===== config.mk =====
export PLATFORM = sky130hd
export DESIGN_NAME = guess_block_formatter
export DESIGN_NICKNAME = d
export VERILOG_FILES = /design/src/rtl/guess_block_formatter_pkg.sv /design/src/rtl/guess_length_scan.sv /design/src/rtl/guess_block_formatter.sv
export SDC_FILE = /design/constraint.sdc
export NUM_CORES = 1
export LEC_CHECK = 0
export CORE_AREA = 2 2 270 272
export CTS_CLUSTER_DIAMETER = 150
export DETAILED_ROUTE_END_ITERATION = 10
export DIE_AREA = 0 0 272 274
export SLEW_MARGIN = 20
export SYNTH_ARGS = -nofsm -noshare
export SYNTH_HDL_FRONTEND = slang
export SYNTH_SLANG_ARGS = --single-unit

===== constraint.sdc =====
create_clock -name clk -period 4 [get_ports clk]
set_input_delay 1.2 -clock clk [delete_from_list [all_inputs] [get_ports clk]]
set_output_delay 1.2 -clock clk [all_outputs]
set_load 0.05 [all_outputs]

===== src/rtl/guess_block_formatter_pkg.sv =====
// rtl/guess_block_formatter_pkg.sv - MD5 block constants, block type and padding helper
package guess_block_formatter_pkg;

   localparam int MD5_BLOCK_BITS   = 512;
   localparam int GUESS_BYTES      = 16;
   localparam int LEN_BITS         = 5;
   localparam int MD5_LEN_BYTE_OFS = 56;
   localparam logic [7:0] MD5_PAD_BYTE = 8'h80;

   typedef logic [MD5_BLOCK_BITS-1:0] md5_block_t;

   // Build one padded block from an already-masked guess (char0 in the top byte)
   function automatic md5_block_t md5_pad_block(input logic [8*GUESS_BYTES-1:0] masked,
                                                input logic [LEN_BITS-1:0]      len);
      md5_block_t blk;
      blk = '0;
      for (int k = 0; k < GUESS_BYTES; k++) begin
         blk[8*k +: 8] = masked[8*(GUESS_BYTES-1-k) +: 8];
      end
      blk[8*int'(len) +: 8] = MD5_PAD_BYTE;
      // Bit length is at most 128, so only the lowest length byte is ever nonzero
      blk[8*MD5_LEN_BYTE_OFS +: 8] = {len, 3'b000};
      return blk;
   endfunction

endpackage


===== src/rtl/guess_length_scan.sv =====
// rtl/guess_length_scan.sv - finds the first null byte of a guess and the valid-byte mask
module guess_length_scan
   import guess_block_formatter_pkg::*;
(
   input  logic [8*GUESS_BYTES-1:0] guess,
   output logic [LEN_BITS-1:0]      len,
   output logic [GUESS_BYTES-1:0]   mask
);

   // Priority scan from char0 upward; mask bit k is set for every byte before the null
   always_comb begin
      logic found;
      len   = LEN_BITS'(GUESS_BYTES);
      found = 1'b0;
      for (int k = 0; k < GUESS_BYTES; k++) begin
         if (!found && guess[8*(GUESS_BYTES-1-k) +: 8] == 8'h00) begin
            len   = LEN_BITS'(k);
            found = 1'b1;
         end
      end
      for (int k = 0; k < GUESS_BYTES; k++) begin
         mask[k] = (LEN_BITS'(k) < len);
      end
   end

endmodule


===== src/rtl/guess_block_formatter.sv =====
// rtl/guess_block_formatter.sv - two-stage guess to MD5 padded block formatter
module guess_block_formatter
   import guess_block_formatter_pkg::*;
#(
   parameter int COUNT_WIDTH = 48,
   parameter int MAX_CHARS   = 16
) (
   input  logic                     clk,
   input  logic                     reset,
   input  logic                     in_valid,
   output logic                     in_ready,
   input  logic [8*MAX_CHARS-1:0]   guess,
   output logic                     out_valid,
   input  logic                     out_ready,
   output logic [MD5_BLOCK_BITS-1:0] block,
   output logic [LEN_BITS-1:0]      msg_len,
   output logic [COUNT_WIDTH-1:0]   guess_count
);

   logic [LEN_BITS-1:0]      scan_len;
   logic [GUESS_BYTES-1:0]   scan_mask;
   logic [8*MAX_CHARS-1:0]   masked_guess;

   logic                     s1_valid_q, s1_valid_d;
   logic [8*MAX_CHARS-1:0]   s1_guess_q, s1_guess_d;
   logic [LEN_BITS-1:0]      s1_len_q,   s1_len_d;
   logic                     s2_valid_q, s2_valid_d;
   md5_block_t               block_q,    block_d;
   logic [LEN_BITS-1:0]      msg_len_q,  msg_len_d;
   logic [COUNT_WIDTH-1:0]   count_q,    count_d;

   logic s2_adv;
   logic in_xfer;
   logic out_xfer;

   guess_length_scan u_scan (
      .guess (guess),
      .len   (scan_len),
      .mask  (scan_mask)
   );

   // Zero every byte at and after the terminator so garbage never reaches the block
   always_comb begin
      masked_guess = '0;
      for (int k = 0; k < GUESS_BYTES; k++) begin
         masked_guess[8*(GUESS_BYTES-1-k) +: 8] =
            scan_mask[k] ? guess[8*(GUESS_BYTES-1-k) +: 8] : 8'h00;
      end
   end

   // Handshake and next-state for both pipeline stages and the accept counter
   always_comb begin
      s2_adv   = s1_valid_q && (!s2_valid_q || out_ready);
      in_ready = !s1_valid_q || s2_adv;
      in_xfer  = in_valid && in_ready;
      out_xfer = s2_valid_q && out_ready;

      s1_valid_d = s1_valid_q;
      s1_guess_d = s1_guess_q;
      s1_len_d   = s1_len_q;
      if (in_xfer) begin
         s1_valid_d = 1'b1;
         s1_guess_d = masked_guess;
         s1_len_d   = scan_len;
      end else if (s2_adv) begin
         s1_valid_d = 1'b0;
      end

      s2_valid_d = s2_valid_q;
      block_d    = block_q;
      msg_len_d  = msg_len_q;
      if (s2_adv) begin
         s2_valid_d = 1'b1;
         block_d    = md5_pad_block(s1_guess_q, s1_len_q);
         msg_len_d  = s1_len_q;
      end else if (out_xfer) begin
         s2_valid_d = 1'b0;
      end

      count_d = in_xfer ? count_q + {{(COUNT_WIDTH-1){1'b0}}, 1'b1} : count_q;
   end

   // State registers; reset drops anything in flight
   always_ff @(posedge clk) begin
      if (reset) begin
         s1_valid_q <= 1'b0;
         s1_guess_q <= '0;
         s1_len_q   <= '0;
         s2_valid_q <= 1'b0;
         block_q    <= '0;
         msg_len_q  <= '0;
         count_q    <= '0;
      end else begin
         s1_valid_q <= s1_valid_d;
         s1_guess_q <= s1_guess_d;
         s1_len_q   <= s1_len_d;
         s2_valid_q <= s2_valid_d;
         block_q    <= block_d;
         msg_len_q  <= msg_len_d;
         count_q    <= count_d;
      end
   end

   assign out_valid   = s2_valid_q;
   assign block       = block_q;
   assign msg_len     = msg_len_q;
   assign guess_count = count_q;

endmodule


==> impl_table.tex <==
\begin{tabular}{lr}
\hline
Metric & Value \\
\hline
\multicolumn{2}{l}{\textbf{Critical path}} \\
Required time at the endpoint of the critical path & 4.42 ns \\
Classification of the worst setup path & flip-flop to flip-flop \\
FF-to-FF path depth & 9 \\
Endpoint kind of the worst setup timing path & flip-flop \\
Max FO, Critical Path & 11 \\
Endpoint arrival time on the critical path & 3.82 ns \\
Type of element launching the critical path & flip-flop \\
\multicolumn{2}{l}{\textbf{Min path}} \\
Worst min path class & flip-flop to flip-flop \\
Cells on Worst Hold Path & 2 \\
\multicolumn{2}{l}{\textbf{Global route}} \\
Number of global-route vias before repair & 12,700 \\
GRT Resource Usage Total & 14.4\% \\
Antenna violations before repair & 3 \\
First-pass GRT wire length & 82.0 mm \\
Largest net degree at the start of global routing & 72 \\
Total congestion overflow & 0 \\
\multicolumn{2}{l}{\textbf{Placement}} \\
Instance count after placement with tap cells included & 3,206 \\
Instance area at placement & 20,000 um\^{}2 \\
Number of input and output port buffers inserted & 366 \\
Setup slack after placement & 0.118 ns \\
Weighted congestion at the end of routability-driven global placement & 0.773 \\
Detailed placement HPWL & 41.3 mm \\
\multicolumn{2}{l}{\textbf{Die}} \\
Die footprint & 74,500 um\^{}2 \\
Die boundary width & 272 um \\
Count of standard-cell rows & 99 \\
Initial Util & 22.8\% \\
Floorplan Core Area & 72,000 um\^{}2 \\
Overall die height & 274 um \\
Boundary pin count & 699 \\
\multicolumn{2}{l}{\textbf{CTS}} \\
Num CTS Buffers & 46 \\
Clock Root Buffer & sky130\_fd\_sc\_hd\_\_clkbuf\_16 \\
Setup repair bufs after CTS & 0 \\
Level count of the clock H-tree & 2 \\
Clock slew seen by the registers of the worst setup and hold paths & 0.06 ns \\
CTS tree & built \\
Clk Latency, worst-skew pair & 0.57 ns \\
TritonCTS sink count & 363 \\
Number of buffers inserted for hold repair after clock tree synthesis & 0 \\
Number of gates resized after cts & 0 \\
Number of buffers on the longest clock path & 3 \\
\multicolumn{2}{l}{\textbf{Timing}} \\
Worst hold margin & 0.448 ns \\
Post-Route Skew & 0.0195 ns \\
Unrepaired setup endpoints after global routing & false \\
Final-report hold violation count & 0 \\
Max-slew violations & 0 \\
FMAX & 294 MHz \\
Max-slew headroom at the worst pin & 36.1\% \\
Final Critical Period & 3.40 ns \\
Transition time at the pin with the least slew margin & 0.950 ns \\
Setup-violating endpoint count in the final report & 0 \\
Post-route setup slack & 0.596 ns \\
Period utilization & 85.1\% \\
TNS Setup & 0 ns \\
\multicolumn{2}{l}{\textbf{Logic synthesis}} \\
Sequential area share after synthesis & 44.4\% \\
Synth top area share & 44.4\% \\
Largest cells by area after synthesis & sky130\_fd\_sc\_hd\_\_dfxtp\_1 44\%, sky130\_fd\_sc\_hd\_\_buf\_4 15\%, sky130\_fd\_sc\_hd\_\_nand2\_1 7.1\%, sky130\_fd\_sc\_hd\_\_a21oi\_1 6.0\%, sky130\_fd\_sc\_hd\_\_nand3\_1 4.3\% \\
Largest area contributor in the synthesized netlist & sky130\_fd\_sc\_hd\_\_dfxtp\_1 \\
Avg Inst Size Synth & 8.40 um\^{}2 \\
Async set or reset register ratio after synthesis & 0\% \\
Count of mapped cells out of synthesis & 1,949 \\
Number of distinct library cell variants in the gate-level netlist after synthesis & 58 \\
Netlist area before placement & 16,400 um\^{}2 \\
Register bit total from synthesis & 363 \\
Top\_reg\_cell synth & sky130\_fd\_sc\_hd\_\_dfxtp\_1 \\
Warnings from Yosys & 0 \\
Post-synth EDFFs & 0 \\
\multicolumn{2}{l}{\textbf{Power and ir drop}} \\
Combinational Power Share & 16.5\% \\
Internal Dissipation & 6.59 mW \\
Leakage component of the power & 8.20 nW \\
Peak supply drop & 0.000291 V \\
Clock network fraction of total power & 43.6\% \\
Total power of the final layout & 9.56 mW \\
Register share of total power & 39.9\% \\
Share of total power consumed by net switching & 31.1\% \\
PD cells & 444 nW/um\^{}2 \\
Net switching power figure & 2.98 mW \\
\multicolumn{2}{l}{\textbf{Drt}} \\
Number of design rule violations left after detail routing & 0 \\
Count of routing violations after the opening detailed-route iteration & 667 \\
Post-route antenna net violation count & 0 \\
Total length of routed wires & 56.6 mm \\
Average via count per standard cell & 4.11 \\
Routed vias & 13,500 \\
Post-DR wirelength/cell & 17.2 um \\
Detailed-routing iteration count for the pre-antenna-repair pass & 5 \\
\multicolumn{2}{l}{\textbf{Cells and area}} \\
Layout cells sized above 1 & 6.52\% \\
Multi-input logic area & 7380 um\^{}2 \\
Final core utilization & 29.9\% \\
Area of all placed cells without fillers & 21,500 um\^{}2 \\
Filler Cell Count & 7,695 \\
Sequential cell area & 7270 um\^{}2 \\
Count of non-filler cells in the finished layout & 3,290 \\
Area added between synthesis and finish & 31.5\% \\
Final net count & 2,433 \\
\multicolumn{2}{l}{\textbf{Run}} \\
Max Cap Viol & 0 \\
\multicolumn{2}{l}{\textbf{Run status}} \\
Outcome & finished clean \\
\hline
\end{tabular}
==> layout by cell type (no fill, tap or decap), drive strengths merged, types with 3 or more instances in the layout <==
cell type      instances
clkdlybuf4s50        364
dfxtp                363
conb                 332
nand2                308
a21oi                196
nand3                142
nor2                 100
clkbuf                63
buf                   50
and2                  37
nor4                  36
a22o                  33
o21ai                 26
xor2                  24
nor3                  22
nand4                 21
xnor2                 19
nor2b                 18
nand3b                17
inv                   17
a22oi                 15
clkinv                14
a211oi                11
and3                  11
and4                  10
or3                    9
a32o                   9
a32oi                  8
mux2i                  8
or4                    8
ha                     6
a311oi                 5
nor3b                  4
a31oi                  3
a221oi                 3
bufinv                 3
==> cell type report <==
cell class	instances	area share [%]
Antenna cell	1	0.0116
Clock buffer	63	6.12
Clock inverter	20	0.906
Inverter	16	0.279
Multi-Input combinational cell	1454	34.3
Sequential cell	363	33.7
Tap cell	959	5.57
Timing Repair Buffer	414	19.1
==> sequential cells by signal (all words and copies together), names as in the netlist <==
name and cells:
s1_len_q 5, guess_count 48, block 176, msg_len 4, s1_guess_q 128, out_valid 1
s1_valid_q 1
==> synthesized netlist by cell type, drive strengths merged (11+ instances only) <==
master,instances
nor4,36
and2,37
and3,11
a211oi,11
nor3,22
buf,347
nor2b,18
a22o,33
a21oi,196
nand3b,17
o21ai,26
a22oi,15
xor2,24
clkbuf,100
dfxtp,363
xnor2,19
inv,16
nor2,100
nand2,308
nand3,142
nand4,21
==> logic make-up after synthesis <==
group	after synthesis	synth area share [%]
AOI/OAI and AO/OA	316	11.6
xor gates and xnor gates	43	2.30
adders and majority gates	6	0.458
buffers and inverters	463	18.4
DFF	363	44.4
muxes	8	0.489
other	1	0.0229
and+or+nand+nor	749	22.3
==> per-layer routing <==
| layer | global-route usage, % | vias up | routed length, um |
|---|---|---|---|
| li1 | - | 6641 | - |
| met1 | 18.0 | 6335 | 24300 |
| met2 | 23.9 | 478 | 26400 |
| met3 | 4.83 | 65 | 4760 |
| met4 | 3.46 | 4 | 1010 |
| met5 | 0 | - | 27 |
==> power groups by stage <==
| stage | Clock, mW | Sequential (mW) | Combinational, mW |
|---|---|---|---|
| finish | 4.17 | 3.81 | 1.58 |
| global route | 4.48 | 3.83 | 1.68 |
| CTS | 4.33 | 3.81 | 1.59 |
| detailed placement | 0 | 3.89 | 1.59 |
| global placement | 0 | 3.89 | 1.58 |
| floorplan | 0 | 4.02 | 1.27 |
==> final timing paths <==
kind | start | to | slack, ns
setup / recovery | s1_len_q[0]$_SDFFE_PP0P_ | block[119]$_SDFFE_PP0P_ | 0.60
hold / removal | block[113]$_SDFFE_PP0P_ | block[113]$_SDFFE_PP0P_ | 0.45
setup reg to reg | s1_len_q[0]$_SDFFE_PP0P_ | block[119]$_SDFFE_PP0P_ | 0.60
hold reg to reg | block[113]$_SDFFE_PP0P_ | block[113]$_SDFFE_PP0P_ | 0.45
==> critical path, cell delays in order, from the launching register on <==
cell	delay, ns
sky130_fd_sc_hd__dfxtp_1	0.56
sky130_fd_sc_hd__inv_1	0.19
sky130_fd_sc_hd__ha_1	0.31
sky130_fd_sc_hd__nor3b_1	0.18
sky130_fd_sc_hd__ha_1	0.50
sky130_fd_sc_hd__nor4bb_1	0.32
sky130_fd_sc_hd__buf_4	0.18
sky130_fd_sc_hd__or3b_2	0.59
sky130_fd_sc_hd__mux2i_1	0.32
sky130_fd_sc_hd__a211oi_1	0.12
Note: power is estimated with default switching activity, not from simulation.
